==> src/rtl/noc_flit_rx.sv <==
// NoC link receiver: credit-based flit FIFO with packet framing tracking.
// Optional sticky error flags are enabled with the NOC_FLIT_RX_ERR_CHECK_EN macro.
module noc_flit_rx #(
    parameter int FLIT_WIDTH        = 64,
    parameter int DEST_WIDTH        = 6,
    parameter int FLIT_BUFFER_DEPTH = 4
) (
    input  logic                                clk_noc,
    input  logic                                rst_n,
    input  logic [FLIT_WIDTH-1:0]               data_in,
    input  logic [DEST_WIDTH-1:0]               dest_in,
    input  logic                                is_tail_in,
    input  logic                                send_in,
    output logic                                credit_out,
    output logic                                flit_valid,
    input  logic                                flit_ready,
    output logic [FLIT_WIDTH-1:0]               flit_data,
    output logic [DEST_WIDTH-1:0]               flit_dest,
    output logic                                flit_tail,
    output logic [$clog2(FLIT_BUFFER_DEPTH):0]  occupancy
`ifdef NOC_FLIT_RX_ERR_CHECK_EN
    ,
    output logic                                overflow_err,
    output logic                                framing_err
`endif
);

    localparam int PTR_W   = $clog2(FLIT_BUFFER_DEPTH);
    localparam int CNT_W   = PTR_W + 1;
    localparam int ENTRY_W = FLIT_WIDTH + DEST_WIDTH + 1;
    localparam logic [CNT_W-1:0] DEPTH_CNT = CNT_W'(FLIT_BUFFER_DEPTH);

    typedef enum logic {
        IDLE,
        IN_PKT
    } pkt_state_t;

    logic [ENTRY_W-1:0] mem [FLIT_BUFFER_DEPTH];
    logic [PTR_W-1:0]   wr_ptr_q;
    logic [PTR_W-1:0]   rd_ptr_q;
    logic [CNT_W-1:0]   count_q;
    pkt_state_t         state_q;
    pkt_state_t         next_state;
    logic               push;
    logic               pop;

    // A full buffer can still take a flit when the head leaves on the same edge.
    assign pop  = flit_valid && flit_ready;
    assign push = send_in && ((count_q < DEPTH_CNT) || pop);

    assign flit_valid = (count_q != '0);
    assign occupancy  = count_q;
    assign {flit_data, flit_dest, flit_tail} = mem[rd_ptr_q];

    always_ff @(posedge clk_noc) begin
        if (push) begin
            mem[wr_ptr_q] <= {data_in, dest_in, is_tail_in};
        end
    end

    always_ff @(posedge clk_noc or negedge rst_n) begin
        if (!rst_n) begin
            wr_ptr_q   <= '0;
            rd_ptr_q   <= '0;
            count_q    <= '0;
            credit_out <= 1'b0;
        end else begin
            credit_out <= pop;
            if (push) begin
                wr_ptr_q <= wr_ptr_q + PTR_W'(1);
            end
            if (pop) begin
                rd_ptr_q <= rd_ptr_q + PTR_W'(1);
            end
            case ({push, pop})
                2'b10:   count_q <= count_q + CNT_W'(1);
                2'b01:   count_q <= count_q - CNT_W'(1);
                default: count_q <= count_q;
            endcase
        end
    end

    always_ff @(posedge clk_noc or negedge rst_n) begin
        if (!rst_n) begin
            state_q <= IDLE;
        end else begin
            state_q <= next_state;
        end
    end

    always_comb begin
        next_state = state_q;
        if (push) begin
            next_state = is_tail_in ? IDLE : IN_PKT;
        end
    end

`ifdef NOC_FLIT_RX_ERR_CHECK_EN
    logic [DEST_WIDTH-1:0] head_dest_q;

    // The head dest is the reference every body flit of the packet must match.
    always_ff @(posedge clk_noc or negedge rst_n) begin
        if (!rst_n) begin
            head_dest_q  <= '0;
            overflow_err <= 1'b0;
            framing_err  <= 1'b0;
        end else begin
            if (push && (state_q == IDLE)) begin
                head_dest_q <= dest_in;
            end
            if (send_in && !push) begin
                overflow_err <= 1'b1;
            end
            if (push && (state_q == IN_PKT) && (dest_in != head_dest_q)) begin
                framing_err <= 1'b1;
            end
        end
    end
`endif

endmodule

==> config.mk <==
export PLATFORM = sky130hd
export DESIGN_NAME = noc_flit_rx
export DESIGN_NICKNAME = d
export VERILOG_FILES = /design/src/rtl/noc_flit_rx.sv
export SDC_FILE = /design/constraint.sdc
export NUM_CORES = 1
export LEC_CHECK = 0
export ABC_AREA = 1
export CORE_ASPECT_RATIO = 0.9
export CORE_MARGIN = 1.5
export CORE_UTILIZATION = 55
export CTS_CLUSTER_DIAMETER = 150
export CTS_CLUSTER_SIZE = 28
export DETAILED_ROUTE_END_ITERATION = 8
export GPL_ROUTABILITY_DRIVEN = 0
export GPL_TIMING_DRIVEN = 0
export PLACE_DENSITY = 0.85
export SLEW_MARGIN = 20
export SYNTH_ARGS = -nofsm -noshare
export SYNTH_HDL_FRONTEND = slang
export SYNTH_SLANG_ARGS = --single-unit
export TNS_END_PERCENT = 10
==> constraint.sdc <==
create_clock -name clk_noc -period 5.1 [get_ports clk_noc]
set_clock_uncertainty 0.2 [all_clocks]
set_input_delay 1.02 -clock clk_noc [delete_from_list [all_inputs] [get_ports clk_noc]]
set_output_delay 1.02 -clock clk_noc [all_outputs]
set_load 0.05 [all_outputs]
==> out/qor.csv, run 1 <==
stage,metric,value,unit
place,hpwl,16.1,mm
worst_setup_path,crit_required,3880,ps
cells_and_area,syn_to_final_growth,22.4,%
logic_synthesis,syn_area,11700,µm²
power,p_per_area,634,nW/µm²
status,status,finished clean,
run,drv_cap,0,
logic_synthesis,synth-edff-count,284,
logic_synthesis,synth_top_area_share,72.9,%
logic_synthesis,synth-adder-area-share,0.706,%
logic_synthesis,synth_cell_types,17,
detailed_routing,drc,0,
clocking,cts_tree,done,
logic_synthesis,synth_compound_area_share,9.33,%
detailed_routing,routedWlPerCell,18.2,µm
timing,max_freq,255,MHz
floorplan,io_pins,151,
clocking,clk_path_buf_depth,3,
logic_synthesis,synth_xor_area_share,0.0748,%
logic_synthesis,synth_fp_nets,968,
grt,grt_pass1_wl,37.7,mm
logic_synthesis,synth_top_family_by_area,compound AO/OA/AOI/OAI gates,
detailed_routing,via_count,7161,
place,io_buffers,150,
timing,whs,311,ps
detailed_routing,drt_iter0_drc,473,
cells_and_area,drive_gt1_share,6.64,%
floorplan,dieArea,22200,µm²
power,ir_drop,438,µV
timing,hold_violations,0,
grt,grt_use_total,22.6,%
timing,timing.final.crit_share,76.9,%
logic_synthesis,ys_dominant_reg_cell,edfxtp_1,
hold_path,min_to,occupancy[0],
logic_synthesis,seq_area_frac_synth,74.6,%
worst_setup_path,cp.arrival,2700,ps
logic_synthesis,synthMuxAreaShare,0,%
logic_synthesis,syn_area_per_cell,13.2,µm²
logic_synthesis,synthArstFlopShare,2.74,%
timing,final.min_clock_period,3920,ps
cells_and_area,fin_nets,1147,
worst_setup_path,rrSetupSlack,2750,ps
floorplan,die-width,157,µm
timing,slew_viol_final,0,
floorplan,die_h,141,µm
worst_setup_path,crit_type,register to primary output,
detailed_routing,via_per_inst,5.28,
worst_setup_path,reg2regPathDepth,9,
grt,grt_pass1_vias,7174,
logic_synthesis,syn_inst,887,
cells_and_area,diodes,0,
floorplan,initial_core_util,56.2,%
detailed_routing,routed_wl,24.7,mm
clocking,h-tree-depth,1,
timing,finalSetupViolCount,0,
logic_synthesis,synth.most_common_cell,edfxtp_1,
clocking,hold_buffers,0,
worst_setup_path,end_kind,primary output,
clocking,clock_latency,490,ps
logic_synthesis,yosys_warnings,0,
timing,relSlewSlack,55.4,%
floorplan,num_rows,50,
place,placed_cell_area,13900,µm²
clocking,cts-buffers-inserted,14,
logic_synthesis,synth_top_area_cell,edfxtp_1,
worst_setup_path,r2r_start,occupancy[2],
worst_setup_path,startpoint_type,register,
cells_and_area,fin_util,68.8,%
worst_setup_path,cp_max_fo,10,
place,dp_slack,1680,ps
grt,grt.overflow.total,0,
logic_synthesis,synth_seq_cells,292,
detailed_routing,ant_nets,0,
logic_synthesis,yosys.area_share.simple,7.70,%
grt,grt_max_degree,30,
detailed_routing,drt-pass1-iter-count,5,
clocking,cts_sinks,292,
power,total_power,9.09,mW
cells_and_area,final_area,14300,µm²
clocking,clkTransAtPathRegs,110,ps
clocking,cts_resized,0,
timing,rsz0062_at_grt,no,
hold_path,holdCritStartpoint,occupancy[0],
clocking,cts_root_buffer,clkbuf_16,
floorplan,design.core.area,20800,µm²
worst_setup_path,r2r_end,occupancy[2],
logic_synthesis,synth.area.top_cells,"edfxtp_1 (73%), o211ai_1 (9.2%), nand2_1 (7.3%)",
hold_path,min_path_type,register to register,
timing,worst_slew_pin_slew,667,ps
power,leakagePower,5.50,nW
timing,setup_ws,1180,ps
hold_path,hold_depth,1,
logic_synthesis,netlist_top_cells_count,"edfxtp_1 (284), nand2_1 (229), inv_1 (156)",
grt,grt_antenna_before_repair,0,
clocking,post_cts_buffers,0,
-- state kept, by name (all words and copies together), names as in the netlist --
register    cells
credit_out      1
mem           284
occupancy       3
rd_ptr_q        2
wr_ptr_q        2
-- through the flow --
stage	instances	setup TNS, ps
6_report	1355	0
5_1_grt	1355	0
4_1_cts	1355	0
3_5_place_dp	1336	0
3_3_place_gp	1323	-711310
2_1_floorplan	887	0
-- report_power, final --
group	internal, mW	leakage (nW)	switching, mW	total, mW
sequential	3.09	2.69	0.102	3.19
combinational	1.46	2.61	3.21	4.67
clock	0.547	0.196	0.682	1.23
total	5.10	5.50	3.99	9.09
-- cell usage in the layout (no fill, tap or decap) --
cell,count
edfxtp_1,284
nand2_1,229
xnor2_1,1
clkdlybuf4s50_1,150
ha_1,5
buf_16,9
clkbuf_1,14
o211ai_1,143
dfrtp_1,8
buf_2,22
nand3_1,4
buf_12,4
fa_1,1
clkbuf_16,15
nor2_4,4
o21ai_2,1
inv_1,156
inv_2,2
inv_12,1
o21ai_0,2
buf_6,13
nand4_1,1
-- routing by layer --
layer	GRT usage [%]	vias to the layer above	part of all wire, %
met5	0	-	0
met4	6.27	0	1.8
met3	3.88	31	7.4
met2	40.0	269	52
met1	28.8	3440	39
li1	-	3421	-
-- cell type report --
| class | instances | area (µm²) |
|---|---|---|
| Buffer | 46 | 298 |
| Multi-Input combinational cell | 391 | 2110 |
| Inverter | 158 | 593 |
| Fill cell | 1406 | 6510 |
| Timing Repair Buffer | 163 | 1830 |
| Clock inverter | 1 | 16.3 |
| Tap cell | 286 | 358 |
| Clock buffer | 18 | 387 |
| Sequential cell | 292 | 8730 |
-- critical path: stages (launching register included) --
cell and delay, ps:
dfrtp_1 400, inv_2 220, clkbuf_1 460, o211ai_1 180, nand2_1 130, clkdlybuf4s50_1 800
-- worst max path at each step --
stage                    endpoint        start  cells past startpoint  slack (ps)
global placement       mem[2][33]   flit_ready                      3       -2620
global route        flit_data[17]  rd_ptr_q[1]                      5        1020
finish              flit_data[34]  rd_ptr_q[1]                      5        1180
detailed placement   occupancy[2]   flit_ready                      9        1680
floorplan               mem[0][0]   flit_ready                      2         300
CTS                 flit_data[34]  rd_ptr_q[1]                      5        1170
-- logic make-up after synthesis --
kind of cell,after synthesis
compound gates,146
flops,292
buf+inv,204
simple gates,238
xor+xnor,1
fa+ha+maj,6
Power figures use the tool's default switching activity.
==> inputs of run 2 (changes only) <==
- CORE_UTILIZATION: 55 -> 50
- PLACE_DENSITY: 0.85 -> 0.82
- clock period: 5.1 -> 3.3 ns (I/O delays scaled with it)
==> out/qor.csv, run 2 (synthesized netlist as in run 1, its figures left out) <==
stage,metric,value,unit,change
status,status,finished clean,,
place,place_inst,1346,,+0.75%
floorplan,die_h,148,µm,+4.8%
detailed_routing,via_per_inst,5.18,,-2.0%
worst_setup_path,r2r_end,occupancy[2],,
timing,finalSetupViolCount,0,,unchanged
place,io_buffers,150,,unchanged
detailed_routing,routed_wl,24.0,mm,-2.7%
floorplan,num_rows,52,,+4.0%
detailed_routing,drt-pass1-iter-count,5,,unchanged
clocking,post_cts_buffers,0,,unchanged
place,hpwl,15.7,mm,-2.7%
worst_setup_path,crit_required,2440,ps,-1440 ps
power,p_per_area,954,nW/µm²,+50%
cells_and_area,fin_nets,1146,,-0.087%
worst_setup_path,r2r_start,occupancy[2],,
floorplan,io_pins,151,,unchanged
cells_and_area,stdcell_count,1366,,+0.81%
grt,grt_antenna_before_repair,1,,+1
power,ir_drop,833,µV,+90%
cells_and_area,syn_to_final_growth,21.3,%,
floorplan,dieArea,24300,µm²,+9.8%
timing,rsz0062_at_grt,yes,,
timing,timing.final.crit_share,97.4,%,
floorplan,initial_core_util,51.5,%,-4.6 points
floorplan,design.core.area,22700,µm²,+9.0%
clocking,cts_sinks,292,,unchanged
cells_and_area,n_fill_cell,1662,,+18%
power,leakagePower,5.60,nW,+1.8%
clocking,cts-buffers-inserted,14,,unchanged
worst_setup_path,cp_max_fo,10,,unchanged
clocking,cts_root_buffer,clkbuf_16,,
grt,grt_pass1_vias,7085,,-1.2%
clocking,hold_buffers,0,,unchanged
cells_and_area,diodes,0,,unchanged
timing,final.min_clock_period,3220,ps,
grt,grt_max_degree,30,,unchanged
worst_setup_path,startpoint_type,register,,
cells_and_area,seq_area,8730,µm²,unchanged
detailed_routing,via_count,7078,,-1.2%
cells_and_area,largest_register_ff_count,284,,unchanged
clocking,cts_tree,done,,
worst_setup_path,end_kind,primary output,,
clocking,h-tree-depth,1,,unchanged
grt,grt_pass1_wl,37.1,mm,-1.6%
timing,hold_violations,0,,unchanged
cells_and_area,multi_input_area,2110,µm²,unchanged
detailed_routing,drt_iter0_drc,482,,+1.9%
timing,max_freq,311,MHz,
detailed_routing,ant_nets,0,,unchanged
grt,grt_use_total,20.0,%,-2.5 points
grt,grt.overflow.total,0,,unchanged
hold_path,min_path_type,input pin to asynchronous set/reset pin,,
worst_setup_path,crit_path_start,rd_ptr_q[0],,
floorplan,die-width,164,µm,+4.8%
timing,fin_setup_tns,0,ps,unchanged
worst_setup_path,reg2regPathDepth,9,,unchanged
worst_setup_path,crit_end,flit_data[32],,
clocking,clk_path_buf_depth,3,,unchanged
worst_setup_path,cp.arrival,2360,ps,-340 ps
cells_and_area,drive_gt1_share,7.86,%,+1.2 points
worst_setup_path,rrSetupSlack,970,ps,-1780 ps
worst_setup_path,crit_type,register to primary output,,
clocking,clock_latency,490,ps,about the same
timing,relSlewSlack,49.9,%,-5.5 points
detailed_routing,drc,0,,unchanged
run,drv_cap,0,,unchanged
detailed_routing,routedWlPerCell,17.6,µm,-3.5%
timing,worst_slew_pin_slew,750,ps,+82.6 ps
cells_and_area,final_common_cell,edfxtp_1,,
cells_and_area,final_cell_mix,"edfxtp_1 (284), nand2_1 (229), inv_1 (156)",,
cells_and_area,top_register,mem,,
clocking,clkTransAtPathRegs,110,ps,about the same
timing,slew_viol_final,0,,unchanged
-- run 2: changes by cell type in the layout (fill, tap and decap cells not counted), sizes merged --
| cell | before | now |
|---|---|---|
| clkdlybuf4s50 | 150 | 79 |
| dlygate4sd2 | 0 | 60 |
| clkdlybuf4s15 | 0 | 6 |
| clkbuf | 29 | 34 |
| buf | 48 | 47 |
| dlymetal6s2s | 0 | 1 |
-- run 2: worst min-delay path by stage --
stage	start	end	slack, ps	cells past startpoint
6_report	rst_n	occupancy[0]	250	1
5_1_grt	rst_n	rd_ptr_q[0]	250	1
4_1_cts	rst_n	rd_ptr_q[0]	250	1
3_5_place_dp	occupancy[2]	occupancy[2]	300	2
3_3_place_gp	occupancy[2]	occupancy[2]	290	2
2_1_floorplan	rst_n	credit_out	160	0
-- run 2: what timing repair did --
item,4_1_cts,5_1_grt
endpoints found under the setup margin,71,18
gates resized for setup,79,17
pin swaps,0,0
-- run 2: layout make-up --
class,count,area share [%]
Buffer,46,2.19
Clock inverter,1,0.115
Timing Repair Buffer,162,11.8
Multi-Input combinational cell,391,14.9
Tap cell,297,2.62
Sequential cell,292,61.5
Inverter,158,4.18
Clock buffer,19,2.75
-- run 2: report_power, final --
| group | internal, mW | switching, mW |
|---|---|---|
| Combinational | 1.81 | 4.91 |
| Sequential | 4.77 | 0.159 |
| Clock | 0.849 | 1.04 |
| Total | 7.43 | 6.11 |
-- run 2: routing by layer --
| metal | up-vias | global-route usage [%] | share of wire, % |
|---|---|---|---|
| met4 | 2 | 4.68 | 1.5 |
| li1 | 3424 | - | - |
| met1 | 3382 | 26.2 | 42 |
| met3 | 24 | 2.90 | 6.5 |
| met5 | - | 0 | 0.054 |
| met2 | 246 | 35.5 | 50 |
-- run 2: critical path, cell delays in order, from the launching register on --
cell           delay, ps
dfrtp_1              420
inv_2                190
buf_6                200
buf_2                270
o211ai_1             120
nand2_1              120
dlygate4sd2_1        540
-- run 2: through the flow --
step	hold slack [ps]	power [mW]	area, µm²	worst slack [ps]	util, %
2_1_floorplan	164	9.66	11700	-71.1	-
3_3_place_gp	287	12.0	13600	-2060	59.8
3_5_place_dp	304	12.2	13900	205	61.1
4_1_cts	245	13.6	14200	-131	62.5
5_1_grt	251	14.2	14200	-47.5	62.5
6_report	252	13.5	14200	84.8	62.5
